--- src/rtl/load_ext_pkg.sv ---
// load_ext_pkg: shared types for the load-extension pipeline.
//   size_e  : encoding of the in_size request field
//   state_e : occupancy of the two-entry output buffer
package load_ext_pkg;

  typedef enum logic [1:0] {
    SZ_BYTE = 2'b00,
    SZ_HALF = 2'b01,
    SZ_WORD = 2'b10,
    SZ_RSVD = 2'b11
  } size_e;

  typedef enum logic [1:0] {
    EMPTY = 2'b00,
    ONE   = 2'b01,
    FULL  = 2'b10
  } state_e;

endpackage

--- src/rtl/ext_align.sv ---
// ext_align: combinational load alignment. Extracts a byte/half/word from a
// memory word at a byte offset, sign- or zero-extends it, and flags illegal
// requests (result forced to zero).
//   in_data/in_off/in_size/in_unsigned : raw request
//   res_data : extended result, res_err : request was illegal
module ext_align
  import load_ext_pkg::*;
#(
  parameter  int DATA_WIDTH = 32,
  localparam int OFF_WIDTH  = $clog2(DATA_WIDTH/8)
) (
  input  logic [DATA_WIDTH-1:0] in_data,
  input  logic [OFF_WIDTH-1:0]  in_off,
  input  logic [1:0]            in_size,
  input  logic                  in_unsigned,
  output logic [DATA_WIDTH-1:0] res_data,
  output logic                  res_err
);

  // Highest offset at which a full halfword still fits inside the word.
  localparam logic [OFF_WIDTH-1:0] HALF_MAX = OFF_WIDTH'(DATA_WIDTH/8 - 2);

  logic [7:0]  byte_f;
  logic [15:0] half_f;

  always_comb begin
    // Truncating casts keep only the low field of the shifted word.
    byte_f   = 8'(in_data >> {in_off, 3'b000});
    half_f   = 16'(in_data >> {in_off, 3'b000});
    res_data = '0;
    res_err  = 1'b0;
    case (size_e'(in_size))
      SZ_BYTE: res_data = {{(DATA_WIDTH-8){~in_unsigned & byte_f[7]}}, byte_f};
      SZ_HALF: begin
        if (in_off[0] || (in_off > HALF_MAX)) res_err = 1'b1;
        else res_data = {{(DATA_WIDTH-16){~in_unsigned & half_f[15]}}, half_f};
      end
      SZ_WORD: begin
        if (in_off != '0) res_err = 1'b1;
        else res_data = in_data;
      end
      default: res_err = 1'b1;
    endcase
  end

endmodule

--- src/rtl/load_ext_pipe.sv ---
// load_ext_pipe: one-cycle load extension stage with a two-entry elastic
// buffer (output register + skid register) and a saturating error counter.
//   clk, reset           : clock, synchronous active-high reset
//   in_valid/in_ready    : request handshake; in_ready is purely registered
//   in_data/in_off/in_size/in_unsigned : request fields
//   out_valid/out_ready  : result handshake
//   out_data/out_err     : extended result, illegal-request flag
//   err_count            : saturating count of accepted illegal requests
module load_ext_pipe
  import load_ext_pkg::*;
#(
  parameter  int DATA_WIDTH    = 32,
  parameter  int ERR_CNT_WIDTH = 8,
  localparam int OFF_WIDTH     = $clog2(DATA_WIDTH/8)
) (
  input  logic                     clk,
  input  logic                     reset,
  input  logic                     in_valid,
  output logic                     in_ready,
  input  logic [DATA_WIDTH-1:0]    in_data,
  input  logic [OFF_WIDTH-1:0]     in_off,
  input  logic [1:0]               in_size,
  input  logic                     in_unsigned,
  output logic                     out_valid,
  input  logic                     out_ready,
  output logic [DATA_WIDTH-1:0]    out_data,
  output logic                     out_err,
  output logic [ERR_CNT_WIDTH-1:0] err_count
);

  localparam logic [ERR_CNT_WIDTH-1:0] ERR_MAX = '1;

  logic [DATA_WIDTH-1:0]    a_data;
  logic                     a_err;

  state_e                   state_q, state_d;
  logic [DATA_WIDTH-1:0]    out_data_q, out_data_d;
  logic                     out_err_q, out_err_d;
  logic [DATA_WIDTH-1:0]    skid_data_q, skid_data_d;
  logic                     skid_err_q, skid_err_d;
  logic [ERR_CNT_WIDTH-1:0] err_cnt_q, err_cnt_d;
  logic                     acc, cons;

  ext_align #(.DATA_WIDTH(DATA_WIDTH)) u_align (
    .in_data     (in_data),
    .in_off      (in_off),
    .in_size     (in_size),
    .in_unsigned (in_unsigned),
    .res_data    (a_data),
    .res_err     (a_err)
  );

  // Both handshake flags decode straight from the state flop, so in_ready
  // never depends combinationally on out_ready.
  assign out_valid = (state_q != EMPTY);
  assign in_ready  = (state_q != FULL);
  assign out_data  = out_data_q;
  assign out_err   = out_err_q;
  assign err_count = err_cnt_q;

  always_comb begin
    acc         = in_valid & in_ready;
    cons        = out_valid & out_ready;
    state_d     = state_q;
    out_data_d  = out_data_q;
    out_err_d   = out_err_q;
    skid_data_d = skid_data_q;
    skid_err_d  = skid_err_q;
    err_cnt_d   = err_cnt_q;

    // Counted at acceptance, independent of when the result drains.
    if (acc && a_err && (err_cnt_q != ERR_MAX)) err_cnt_d = err_cnt_q + 1'b1;

    case (state_q)
      EMPTY: if (acc) begin
        out_data_d = a_data;
        out_err_d  = a_err;
        state_d    = ONE;
      end
      ONE: begin
        if (acc && cons) begin
          out_data_d = a_data;
          out_err_d  = a_err;
        end else if (acc) begin
          skid_data_d = a_data;
          skid_err_d  = a_err;
          state_d     = FULL;
        end else if (cons) begin
          state_d = EMPTY;
        end
      end
      FULL: if (cons) begin
        out_data_d = skid_data_q;
        out_err_d  = skid_err_q;
        state_d    = ONE;
      end
      default: state_d = EMPTY;
    endcase
  end

  always_ff @(posedge clk) begin
    if (reset) begin
      state_q     <= EMPTY;
      out_data_q  <= '0;
      out_err_q   <= 1'b0;
      skid_data_q <= '0;
      skid_err_q  <= 1'b0;
      err_cnt_q   <= '0;
    end else begin
      state_q     <= state_d;
      out_data_q  <= out_data_d;
      out_err_q   <= out_err_d;
      skid_data_q <= skid_data_d;
      skid_err_q  <= skid_err_d;
      err_cnt_q   <= err_cnt_d;
    end
  end

endmodule

--- config.mk ---
export PLATFORM = sky130hd
export DESIGN_NAME = load_ext_pipe
export DESIGN_NICKNAME = d
export VERILOG_FILES = /design/src/rtl/load_ext_pkg.sv /design/src/rtl/ext_align.sv /design/src/rtl/load_ext_pipe.sv
export SDC_FILE = /design/constraint.sdc
export NUM_CORES = 1
export LEC_CHECK = 0
export BUFFER_PORTS_ARGS = -buffer_cell sky130_fd_sc_hd__buf_2
export CAP_MARGIN = 25
export CORE_MARGIN = 2
export CORE_UTILIZATION = 30
export DETAILED_ROUTE_END_ITERATION = 10
export PLACE_DENSITY = 0.48
export SYNTH_ARGS = -nofsm -noshare
export SYNTH_HDL_FRONTEND = slang
export SYNTH_SLANG_ARGS = --single-unit
--- constraint.sdc ---
create_clock -name clk -period 1.7 [get_ports clk]
set_input_delay 0.17 -clock clk [delete_from_list [all_inputs] [get_ports clk]]
set_output_delay 0.17 -clock clk [all_outputs]
set_load 0.005 [all_outputs]
==> results of run 1 <==
-- layout make-up --
cell class,count,area [sq um],area share
inverter,19,71.3,0.0140
multi-input combinational,303,2130,0.419
clock inverter,4,95.1,0.0187
sequential,76,1520,0.299
timing repair buffer,128,795,0.156
clock buffer,12,256,0.0504
tap,172,215,0.0423
-- path summary, 6_finish.rpt --
| check | from | endpoint | cells past startpoint |
|---|---|---|---|
| setup / recovery | in_off[1] | out_data[28]$_SDFFE_PP0P_ | 6 |
| setup reg to reg | state_q[1]$_SDFFE_PP0P_ | out_data[28]$_SDFFE_PP0P_ | 4 |
| hold reg to reg | skid_data_q[28]$_SDFFE_PP0P_ | skid_data_q[28]$_SDFFE_PP0P_ | 2 |
| hold / removal | in_data[16] | out_data[16]$_SDFFE_PP0P_ | 3 |
-- report_power, final --
| part | switching [mW] | internal, mW | leakage (nW) |
|---|---|---|---|
| clock network | 0.736 | 1.51 | 0.173 |
| logic | 0.397 | 0.352 | 1.34 |
| registers | 0.0554 | 1.89 | 0.622 |
| total | 1.19 | 3.76 | 2.14 |
-- stage by stage --
stage	cells	utilization	setup TNS [ps]	worst slack (ps)
floorplan	437	-	-1740	-148
global route	714	0.405	-4.56	-4.56
global placement	698	0.374	-6480	-276
detailed placement	698	0.374	-7280	-294
finish	714	0.405	0	68.1
CTS	714	0.402	0	41.3
-- state kept, by name, summed over array words and instances (netlist names) --
| register | count |
|---|---|
| err_count | 8 |
| out_data | 32 |
| out_err | 1 |
| skid_data_q | 32 |
| skid_err_q | 1 |
| state_q | 2 |
-- routing by layer --
| layer | routed length [um] | global-route usage |
|---|---|---|
| met1 | 5720 | 0.236 |
| met5 | 0 | 0 |
| met4 | 330 | 0.0776 |
| met2 | 5020 | 0.269 |
| met3 | 386 | 0.0314 |
-- kinds of logic (layout without fill, tap and decap cells) --
logic type                 count (synthesis)  count (layout)  synth area share
and+or+nand+nor                          162             162             0.245
AOI/OAI and AO/OA                        126             126             0.252
DFF                                       76              76             0.397
buffers and inverters                     58             163            0.0607
muxes                                     13              13            0.0392
adders and majority gates                  1               1           0.00326
xor gates and xnor gates                   1               1           0.00229
-- worst register-to-register path: stages, from the launching register on --
cell	delay [ps]
sky130_fd_sc_hd__dfxtp_1	330
sky130_fd_sc_hd__nand2b_1	190
sky130_fd_sc_hd__or4_1	550
sky130_fd_sc_hd__buf_6	180
sky130_fd_sc_hd__o221a_2	250
-- cells in the final DEF (no fill, tap or decap), types with 7 or more instances in the layout --
cell type                   netlist  final
sky130_fd_sc_hd__a21oi_1         24     23
sky130_fd_sc_hd__nor3_1          33     33
sky130_fd_sc_hd__o21ai_0          9      9
sky130_fd_sc_hd__and3b_1          9      9
sky130_fd_sc_hd__clkbuf_16        0      9
sky130_fd_sc_hd__a211oi_1        27     27
sky130_fd_sc_hd__inv_1           18     18
sky130_fd_sc_hd__o21bai_1         8      8
sky130_fd_sc_hd__or3b_2           7      7
sky130_fd_sc_hd__dfxtp_1         76     76
sky130_fd_sc_hd__a311oi_1         9      9
sky130_fd_sc_hd__buf_4            0     41
sky130_fd_sc_hd__nand2b_1         7      7
sky130_fd_sc_hd__o221a_1         10     10
sky130_fd_sc_hd__nor2_1          51     51
sky130_fd_sc_hd__a221oi_1         8      8
sky130_fd_sc_hd__and2_1          17     17
sky130_fd_sc_hd__buf_2            6     83
==> run summary, run 1 <==
FLOORPLAN
--------------------------------------------------------------------------------
Chip width ........................................................       117 um
Number of rows created at floorplan ...............................           41
Overall die height ................................................       117 um
Count of boundary I/O pins ........................................           84
DIE AREA ..........................................................  13700 sq um
Effective utilization at floorplan ................................        0.305
Core outline area .................................................  12600 sq um

YOSYS
--------------------------------------------------------------------------------
Register area share after synthesis ...............................        0.397
Seq cells post-synth ..............................................           76
Most frequent cells after synthesis ............................... sky130_fd_sc_hd__dfxtp_1 (76), sky130_fd_sc_hd__nor2_1 (51), sky130_fd_sc_hd__nor3_1 (33)
YS warnings .......................................................            0
Most frequent cell after synthesis ................................ sky130_fd_sc_hd__dfxtp_1
Count of cell types in the netlist ................................           52
Number of synthesized flops with an enable pin ....................            0
Largest area contributor in the synthesized netlist ............... sky130_fd_sc_hd__dfxtp_1
Cell Area, Synth ..................................................   3830 sq um
Mapped Nets .......................................................          479
Top cells by area in the synthesized netlist ...................... sky130_fd_sc_hd__dfxtp_1 (40%), sky130_fd_sc_hd__a211oi_1 (5.3%), sky130_fd_sc_hd__nor2_1 (5.0%)
Most used flip-flop cell after synthesis .......................... sky130_fd_sc_hd__dfxtp_1
Area share of the leading cell type in the synthesized netlist ....        0.397
Gate Count Post-Synth .............................................          437
Async SR Flop Fraction ............................................            0
Mean post-synth cell area .........................................   8.77 sq um

PWR
--------------------------------------------------------------------------------
Total power per unit cell area ....................................  972 nW/um^2
Power consumption .................................................      4.95 mW
Max rail drop VDD .................................................   0.000383 V
Leakage power total ...............................................      2.14 nW

FINAL LAYOUT
--------------------------------------------------------------------------------
Layout fillers ....................................................         1310
Final-stage net count .............................................          579
Number of inserted diodes .........................................            0
Ratio of cells with drive above 1 in the final layout .............        0.319
Final instance area ...............................................   5090 sq um
Synth-to-layout area growth .......................................        32.7%

GRT
--------------------------------------------------------------------------------
Overall track demand over capacity in global routing ..............        0.173
Pin count of the biggest net entering global routing ..............           34
Remaining Overflow, GRT ...........................................            0
Vias in the first global route ....................................         3569
Global-route wire length before repair ............................     18300 um
Number of antenna violations at the first check in global routing .            0

PLACE
--------------------------------------------------------------------------------
Area after DPL ....................................................   4700 sq um
HPWL after DPL ....................................................      8330 um
Placer's final routability congestion estimate ....................        0.785
Number of I/O port buffers ........................................           83

TIMING
--------------------------------------------------------------------------------
Clock skew ........................................................      5.25 ps
Count of endpoints failing setup in the final report ..............            0
Normalized max-slew margin ........................................        0.589
Final slew viol count .............................................            0
Hold Worst Slack ..................................................       252 ps
Unrepaired setup endpoints after global routing ...................         true
Crit share post-route .............................................        0.960
Worst-margin pin slew .............................................       615 ps
Final critical-path required period ...............................      1630 ps
Fmax ..............................................................      613 MHz
Final hold viol count .............................................            0

DETAILED ROUTING
--------------------------------------------------------------------------------
DRT Pass-1 Iters ..................................................            4
Via count of the routed design ....................................         3610
Number of DRC markers in iteration 0 ..............................          222
Via-per-instance ratio ............................................         5.06
ANT nets after route ..............................................            0
Post-Route WL .....................................................     11500 um
Wire length per cell after detailed routing .......................      16.0 um
Post-route DRC violation count ....................................            0

CRITICAL PATH
--------------------------------------------------------------------------------
Crit. End Element .................................................    flip-flop
Cell breakdown of the critical path ............................... buf_2, mux4_2, nor4b_4, or4_1, buf_6, o221a_2
Crit-path leading delay family .................................... simple AND/OR/NAND/NOR gates
Crit start category ............................................... primary input
Slowest cell on crit path ......................................... sky130_fd_sc_hd__mux4_2
Slowest stage delay, CP ...........................................       510 ps
Type of the setup path with the least slack .......................    in -> reg
Register-to-Register Setup Slack ..................................        90 ps
Critical-path maximum fanout ......................................           16
Count of buffer and inverter cells on the critical path ...........            2
Required arrival time at the worst endpoint .......................      1920 ps
Worst endpoint data arrival time ..................................      1850 ps

RUN STATUS
--------------------------------------------------------------------------------
Result of the run ................................................. finished, final reports clean

CLOCKING
--------------------------------------------------------------------------------
Insertion delay of the later-clocked pin in the worst-skew pair ...       330 ps
Number of hold-repair buffers added at the cts stage ..............            0
Number of setup buffers added after CTS ...........................            0
Max clock buf depth ...............................................            2
Clock root buffer ................................................. sky130_fd_sc_hd__clkbuf_16
CTS tree ..........................................................          yes
Max H-tree Level ..................................................            3
Clock Pin Slew Worst Setup and Hold Paths .........................        60 ps
Total CTS buffers .................................................            9
CTS sink cnt ......................................................           76
CTS-repair resized insts ..........................................            0

JOB
--------------------------------------------------------------------------------
Number of max-capacitance violations reported .....................            0

WORST HOLD PATH
--------------------------------------------------------------------------------
Worst Hold Class ..................................................    in -> reg

Note: power is estimated with default switching activity, not from simulation.
==> run 2, diff against run 1 <==
CTS_BUF_LIST = sky130_fd_sc_hd__clkbuf_4 sky130_fd_sc_hd__clkbuf_8   (was not set)
==> run 2 against run 1 <==
Final area shrank 1.9%. Flip-flop and latch count is the same. Sequential power is essentially flat. Total power shrank 10%. Combinational power is essentially flat. Utilization shrank 0.76 points. Critical endpoint unchanged. Worst hold slack lost 23 ps. Clock-buffer cell count is the same. Global-route usage grew 0.061 points. Clock skew grew 0.80 ps.
==> run summary, run 2 (synthesis gave the netlist of run 1 again) <==
TIMING
--------------------------------------------------------------------------------
Final critical-path required period ...............................      1610 ps   was 1630 ps
Unrepaired setup endpoints after global routing ...................         true   unchanged
Fmax ..............................................................      621 MHz   was 613 MHz
Crit share post-route .............................................        0.947   was 0.960
Setup total negative slack ........................................         0 ps   unchanged
Clock skew ........................................................      6.06 ps   was 5.25 ps
Final hold viol count .............................................            0   unchanged
Worst-margin pin slew .............................................       605 ps   was 615 ps
Final slew viol count .............................................            0   unchanged
Normalized max-slew margin ........................................        0.596   was 0.589
Count of endpoints failing setup in the final report ..............            0   unchanged

DETAILED ROUTING
--------------------------------------------------------------------------------
Post-Route WL .....................................................     11400 um   was 11500 um
M1 wire length ....................................................      5660 um   was 5720 um
Wire length on met3 ...............................................       441 um   was 386 um
ANT nets after route ..............................................            0   unchanged
Uppermost layer routed ............................................         met4   unchanged
Via count of the routed design ....................................         3596   was 3610
Post-route DRC violation count ....................................            0   unchanged
Number of DRC markers in iteration 0 ..............................          217   was 222
Wire length per cell after detailed routing .......................      16.0 um   about the same
Via-per-instance ratio ............................................         5.04   was 5.06
DRT Pass-1 Iters ..................................................            4   unchanged
WL met2 ...........................................................      5000 um   was 5020 um

GRT
--------------------------------------------------------------------------------
Remaining Overflow, GRT ...........................................            0   unchanged
Vias in the first global route ....................................         3562   was 3569
Number of antenna violations at the first check in global routing .            0   unchanged
Overall track demand over capacity in global routing ..............        0.174   was 0.173
Global-route wire length before repair ............................     18400 um   was 18300 um
Pin count of the biggest net entering global routing ..............           34   unchanged

PLACE
--------------------------------------------------------------------------------
HPWL after DPL ....................................................      8330 um   unchanged
Area after DPL ....................................................   4700 sq um   unchanged
Number of I/O port buffers ........................................           83   unchanged
Placer's final routability congestion estimate ....................        0.785   unchanged

RUN STATUS
--------------------------------------------------------------------------------
Result of the run ................................................. finished, final reports clean   unchanged

FINAL LAYOUT
--------------------------------------------------------------------------------
Final-stage net count .............................................          579   unchanged
Synth-to-layout area growth .......................................        30.3%   was 32.7%
Final instance area ...............................................   4990 sq um   was 5090 sq um
Layout fillers ....................................................         1318   was 1310
Total area of multi-input combinational cells .....................   2140 sq um   was 2130 sq um
Footprint of the flip-flops and latches ...........................   1520 sq um   unchanged
Leading cell type in the layout, fill and taps excluded ........... sky130_fd_sc_hd__buf_2   unchanged
Number of inserted diodes .........................................            0   unchanged
Commonest cells after routing, fill and taps aside ................ sky130_fd_sc_hd__buf_2 (83), sky130_fd_sc_hd__dfxtp_1 (76), sky130_fd_sc_hd__nor2_1 (51)   unchanged
Ratio of cells with drive above 1 in the final layout .............        0.323   was 0.319

CRITICAL PATH
--------------------------------------------------------------------------------
Register-to-Register Setup Slack ..................................        90 ps   about the same
Crit. End Element .................................................    flip-flop   unchanged
Reg-to-Reg Start .................................................. state_q[1]$_SDFFE_PP0P_   unchanged
Worst endpoint data arrival time ..................................      1860 ps   was 1850 ps
Critical-path maximum fanout ......................................           16   unchanged
Type of the setup path with the least slack .......................   reg -> reg   was in -> reg
End of the worst register-to-register path ........................ out_data[28]$_SDFFE_PP0P_   unchanged
Critical path startpoint .......................................... state_q[1]$_SDFFE_PP0P_   was in_off[1]
R2R cell count ....................................................            4   unchanged
Required arrival time at the worst endpoint .......................      1950 ps   was 1920 ps
Crit start category ...............................................    flip-flop   was primary input

FLOORPLAN
--------------------------------------------------------------------------------
Chip width ........................................................       117 um   unchanged
Number of rows created at floorplan ...............................           41   unchanged
Overall die height ................................................       117 um   unchanged
DIE AREA ..........................................................  13700 sq um   unchanged
Core outline area .................................................  12600 sq um   unchanged
Count of boundary I/O pins ........................................           84   unchanged
Effective utilization at floorplan ................................        0.305   unchanged

CLOCKING
--------------------------------------------------------------------------------
Insertion delay of the later-clocked pin in the worst-skew pair ...       360 ps   was 330 ps
Clock Pin Slew Worst Setup and Hold Paths .........................        80 ps   was 60 ps
Total CTS buffers .................................................            9   unchanged
CTS-repair resized insts ..........................................            0   unchanged
Number of hold-repair buffers added at the cts stage ..............            0   unchanged
CTS sink cnt ......................................................           76   unchanged
CTS tree ..........................................................          yes   unchanged
Number of setup buffers added after CTS ...........................            0   unchanged
Max H-tree Level ..................................................            3   unchanged
Clock root buffer ................................................. sky130_fd_sc_hd__clkbuf_8   was sky130_fd_sc_hd__clkbuf_16
Max clock buf depth ...............................................            2   unchanged

WORST HOLD PATH
--------------------------------------------------------------------------------
Hold_sp ...........................................................  in_data[16]   unchanged
Worst Hold Class ..................................................    in -> reg   unchanged
Hold Path Sink .................................................... out_data[16]$_SDFFE_PP0P_   unchanged
WHS Path Cells ....................................................            3   unchanged

PWR
--------------------------------------------------------------------------------
Max rail drop VDD .................................................   0.000285 V   was 0.000383 V
Leakage power total ...............................................      2.09 nW   was 2.14 nW
Total power per unit cell area ....................................  889 nW/um^2   was 972 nW/um^2

JOB
--------------------------------------------------------------------------------
Number of max-capacitance violations reported .....................            0   unchanged

run 2: where the power goes:
part / switching (mW) / internal [mW]
combinational: 0.397 / 0.352
sequential: 0.0557 / 1.89
clock: 0.672 / 1.07
run 2: worst max-delay path, stage by stage (launching register included):
cell and delay [ps]:
sky130_fd_sc_hd__dfxtp_1 340, sky130_fd_sc_hd__nand2b_1 190, sky130_fd_sc_hd__or4_1 550, sky130_fd_sc_hd__buf_6 180
sky130_fd_sc_hd__o221a_2 240
run 2: per-stage QoR:
step | hold WS, ps | util | setup slack (ps) | instances | total power [mW]
after floorplan | 353 | - | -148 | 437 | 2.38
after global placement | 448 | 0.374 | -276 | 698 | 2.72
after detailed placement | 455 | 0.374 | -294 | 698 | 2.73
after CTS | 210 | 0.394 | 35.7 | 714 | 4.49
after global routing | 214 | 0.397 | -11.6 | 714 | 4.66
final | 229 | 0.397 | 89.7 | 714 | 4.44
run 2: area by class of cell:
type	count	share of cell area
Multi-Input combinational cell	303	0.428
Sequential cell	76	0.305
Timing Repair Buffer	128	0.159
Tap cell	172	0.0431
Clock buffer	12	0.0318
Clock inverter	4	0.0190
Inverter	19	0.0143
run 2: worst max-delay path by stage:
stage	to	slack (ps)	cells after the start
after floorplan	out_data[16]$_SDFFE_PP0P_	-150	6
after global placement	out_data[25]$_SDFFE_PP0P_	-280	6
after detailed placement	out_data[30]$_SDFFE_PP0P_	-290	6
after CTS	err_count[6]$_SDFFE_PP0P_	40	6
after global routing	out_data[13]$_SDFFE_PP0P_	-10	6
final	out_data[28]$_SDFFE_PP0P_	90	4
run 2: metal layers:
metal,global-route usage,vias to the layer above
met5,0,-
met3,0.0330,23
met4,0.0800,0
met2,0.267,84
met1,0.237,1654
li1,-,1835
==> run 3, diff against run 2 <==
ABC_AREA = 1   (was not set)
REMOVE_ABC_BUFFERS = 1   (was not set)
==> run 3 against run 2 <==
Global-route usage rose by 0.34 points. Clock power fell by 13%. Wire length rose by 8.9%. Register-to-register slack improved by 140 ps. Final area fell by 2.8%. Total power fell by 6.5%. Die area rose by 7.0%. Critical path depth did not move. Critical endpoint is now in_ready. Non-clock buffer count fell by 33. Cell count rose by 22%.
==> run summary, run 3 <==
RUN STATUS
--------------------------------------------------------------------------------
Result of the run ................................................. finished, final reports clean   unchanged

TIMING
--------------------------------------------------------------------------------
Worst-margin pin slew .............................................       436 ps   was 605 ps
Normalized max-slew margin ........................................        0.710   was 0.596
Setup total negative slack ........................................         0 ps   unchanged
Fmax ..............................................................      629 MHz   was 621 MHz
Crit share post-route .............................................        0.935   was 0.947
Final hold viol count .............................................            0   unchanged
Worst setup slack after layout ....................................       111 ps   was 89.7 ps
Final slew viol count .............................................            0   unchanged
Unrepaired setup endpoints after global routing ...................        false   was true
Clock skew ........................................................      5.94 ps   was 6.06 ps
Hold Worst Slack ..................................................       101 ps   was 229 ps
Final critical-path required period ...............................      1590 ps   was 1610 ps
Count of endpoints failing setup in the final report ..............            0   unchanged

YOSYS
--------------------------------------------------------------------------------
Number of synthesized flops with an enable pin ....................            0   unchanged
Gate Count Post-Synth .............................................          625   was 437
Count of cell types in the netlist ................................           29   was 52
Most frequent cells after synthesis ............................... sky130_fd_sc_hd__nand2_1 (158), sky130_fd_sc_hd__a21oi_1 (80), sky130_fd_sc_hd__dfxtp_1 (76)   was sky130_fd_sc_hd__dfxtp_1 (76), sky130_fd_sc_hd__nor2_1 (51), sky130_fd_sc_hd__nor3_1 (33)
Async SR Flop Fraction ............................................            0   unchanged
Seq cells post-synth ..............................................           76   unchanged
Top cells by area in the synthesized netlist ...................... sky130_fd_sc_hd__dfxtp_1 (37%), sky130_fd_sc_hd__nand2_1 (14%), sky130_fd_sc_hd__a21oi_1 (9.7%)   was sky130_fd_sc_hd__dfxtp_1 (40%), sky130_fd_sc_hd__a211oi_1 (5.3%), sky130_fd_sc_hd__nor2_1 (5.0%)
Register area share after synthesis ...............................        0.370   was 0.397
Mean post-synth cell area .........................................   6.58 sq um   was 8.77 sq um
Largest area contributor in the synthesized netlist ............... sky130_fd_sc_hd__dfxtp_1   unchanged
Most frequent cell after synthesis ................................ sky130_fd_sc_hd__nand2_1   was sky130_fd_sc_hd__dfxtp_1
Cell Area, Synth ..................................................   4110 sq um   was 3830 sq um
YS warnings .......................................................            0   unchanged
Area share of the leading cell type in the synthesized netlist ....        0.370   was 0.397
Most used flip-flop cell after synthesis .......................... sky130_fd_sc_hd__dfxtp_1   unchanged

CLOCKING
--------------------------------------------------------------------------------
Number of setup buffers added after CTS ...........................            0   unchanged
Clock root buffer ................................................. sky130_fd_sc_hd__clkbuf_8   unchanged
Insertion delay of the later-clocked pin in the worst-skew pair ...       360 ps   about the same
Total CTS buffers .................................................            9   unchanged
Max H-tree Level ..................................................            3   unchanged
Clock Pin Slew Worst Setup and Hold Paths .........................        80 ps   about the same
CTS tree ..........................................................          yes   unchanged
CTS sink cnt ......................................................           76   unchanged
Max clock buf depth ...............................................            2   unchanged

GRT
--------------------------------------------------------------------------------
Vias in the first global route ....................................         4089   was 3562
Global-route wire length before repair ............................     20500 um   was 18400 um
Pin count of the biggest net entering global routing ..............           44   was 34
Remaining Overflow, GRT ...........................................            0   unchanged
Number of antenna violations at the first check in global routing .            0   unchanged
Overall track demand over capacity in global routing ..............        0.177   was 0.174

PLACE
--------------------------------------------------------------------------------
# placed instances ................................................          859   was 698
Area after DPL ....................................................   4640 sq um   was 4700 sq um
Post-placement worst setup slack ..................................       118 ps   was -294 ps
Placer's final routability congestion estimate ....................        0.885   was 0.785
HPWL after DPL ....................................................      8590 um   was 8330 um
Number of I/O port buffers ........................................           83   unchanged

FLOORPLAN
--------------------------------------------------------------------------------
Count of boundary I/O pins ........................................           84   unchanged
Number of rows created at floorplan ...............................           42   was 41
Core outline area .................................................  13300 sq um   was 12600 sq um
Overall die height ................................................       121 um   was 117 um
DIE AREA ..........................................................  14700 sq um   was 13700 sq um
Chip width ........................................................       121 um   was 117 um
Effective utilization at floorplan ................................        0.309   was 0.305

PWR
--------------------------------------------------------------------------------
Internal power ....................................................      2.96 mW   was 3.31 mW
Switching pwr .....................................................      1.19 mW   was 1.12 mW
Sequential group share of total power .............................        0.465   was 0.439
Power consumption .................................................      4.15 mW   was 4.44 mW
Max rail drop VDD .................................................   0.000476 V   was 0.000285 V
Total power per unit cell area ....................................  854 nW/um^2   was 889 nW/um^2
Relative contribution of the clock network to total power .........        0.366   was 0.393
Leakage power total ...............................................      2.53 nW   was 2.09 nW
Combinational share of power ......................................        0.169   about the same
Switching part of the total power .................................        0.286   was 0.253

CRITICAL PATH
--------------------------------------------------------------------------------
Critical-path maximum fanout ......................................           34   was 16
Worst endpoint data arrival time ..................................      1420 ps   was 1860 ps
Type of the setup path with the least slack .......................   reg -> out   was reg -> reg
Slowest stage delay, CP ...........................................       370 ps   was 550 ps
Reg-to-Reg Start .................................................. err_count[1]$_SDFFE_PP0P_   was state_q[1]$_SDFFE_PP0P_
Critical path startpoint .......................................... state_q[1]$_SDFFE_PP0P_   unchanged
Crit-path leading delay family .................................... buffers and inverters   was simple AND/OR/NAND/NOR gates
Crit. End Element ................................................. primary output   was flip-flop
Count of buffer and inverter cells on the critical path ...........            3   was 1
Slowest cell on crit path ......................................... sky130_fd_sc_hd__dfxtp_1   was sky130_fd_sc_hd__or4_1
Crit start category ...............................................    flip-flop   unchanged
Cell breakdown of the critical path ............................... inv_2, nor2_2, inv_4, buf_2   was nand2b_1, or4_1, buf_6, o221a_2
Required arrival time at the worst endpoint .......................      1530 ps   was 1950 ps

FINAL LAYOUT
--------------------------------------------------------------------------------
Post-layout utilization of the core ...............................        0.365   was 0.397
Number of inserted diodes .........................................            0   unchanged
Leading cell type in the layout, fill and taps excluded ........... sky130_fd_sc_hd__nand2_1   was sky130_fd_sc_hd__buf_2
Ratio of cells with drive above 1 in the final layout .............        0.223   was 0.323
Synth-to-layout area growth .......................................        18.1%   was 30.3%
Final instance area ...............................................   4860 sq um   was 4990 sq um
Final cell count without fillers ..................................          874   was 714
Commonest cells after routing, fill and taps aside ................ sky130_fd_sc_hd__nand2_1 (158), sky130_fd_sc_hd__buf_2 (83), sky130_fd_sc_hd__a21oi_1 (80)   was sky130_fd_sc_hd__buf_2 (83), sky130_fd_sc_hd__dfxtp_1 (76), sky130_fd_sc_hd__nor2_1 (51)
Final-stage net count .............................................          736   was 579

JOB
--------------------------------------------------------------------------------
Number of max-capacitance violations reported .....................            0   unchanged

DETAILED ROUTING
--------------------------------------------------------------------------------
Wire length per cell after detailed routing .......................      14.3 um   was 16.0 um
DRT Pass-1 Iters ..................................................            5   was 4
Post-Route WL .....................................................     12500 um   was 11400 um
Via count of the routed design ....................................         4156   was 3596
Via-per-instance ratio ............................................         4.76   was 5.04
ANT nets after route ..............................................            0   unchanged
Post-route DRC violation count ....................................            0   unchanged
Number of DRC markers in iteration 0 ..............................          206   was 217

WORST HOLD PATH
--------------------------------------------------------------------------------
Worst Hold Class ..................................................    in -> reg   unchanged
Hold_sp ...........................................................    out_ready   was in_data[16]

## run 3: cell count changes in the layout (fill, tap and decap cells not counted), sizes merged, moves of 30 or more
| cell | change |
|---|---|
| inv | +42 |
| nor3 | -30 |
| o21ai | +64 |
| nand2 | +160 |
| buf | -33 |
| nand3 | +35 |
| a21oi | +66 |
## run 3: what timing repair did
action                                  CTS  global route
resized for setup                         1             2
hold buffers                              0             0
endpoints found under the setup margin    1             1
## run 3: final timing paths
| path | depth (start not counted) | slack, ps | endpoint |
|---|---|---|---|
| worst min-delay path | 4 | 100 | state_q[1]$_SDFFE_PP0P_ |
| worst min register to register | 2 | 470 | skid_err_q$_SDFFE_PP0P_ |
| worst max-delay path | 4 | 110 | in_ready |
| worst max register to register | 8 | 230 | err_count[2]$_SDFFE_PP0P_ |
## run 3: worst register-to-register path, cell delays in order, from the launching register on
cell and delay (ps):
sky130_fd_sc_hd__dfxtp_1 380, sky130_fd_sc_hd__ha_1 210, sky130_fd_sc_hd__nand2_1 80, sky130_fd_sc_hd__nor2_1 130
sky130_fd_sc_hd__nand2_1 80, sky130_fd_sc_hd__nand3_2 180, sky130_fd_sc_hd__inv_2 100, sky130_fd_sc_hd__a21oi_1 150
sky130_fd_sc_hd__nor2_1 60
## run 3: cells by family (layout without fill, tap and decap cells)
kind of cell               after synthesis  count (layout)  synth area share
and+or+nand+nor                        285             285             0.308
AOI/OAI and AO/OA                      164             164             0.210
buffers and inverters                   97             170             0.105
DFF                                     76              76             0.370
xor gates and xnor gates                 2               2           0.00426
adders and majority gates                1               1           0.00304
## run 3: area by class of cell
cell class / count / area, sq um
Inverter: 60 / 230
Multi-Input combinational cell: 452 / 2160
Clock buffer: 10 / 131
Tap cell: 176 / 220
Timing Repair Buffer: 95 / 518
Sequential cell: 76 / 1520
Clock inverter: 5 / 77.6
Fill cell: 1466 / 8440
## run 3: power groups by stage
stage / clock (mW) / sequential [mW] / combinational [mW]
after global placement: 0 / 1.97 / 0.701
after global routing: 1.62 / 1.94 / 0.798
final: 1.52 / 1.93 / 0.701
after detailed placement: 0 / 1.97 / 0.704
after CTS: 1.57 / 1.93 / 0.709
after floorplan: 0 / 1.97 / 0.384
## run 3: layer usage
| metal | vias up | part of all wire | track usage |
|---|---|---|---|
| met5 | - | 0 | 0 |
| met4 | 0 | 0.014 | 0.0538 |
| met3 | 15 | 0.040 | 0.0376 |
| met2 | 89 | 0.47 | 0.299 |
| met1 | 1909 | 0.48 | 0.226 |
| li1 | 2143 | - | - |
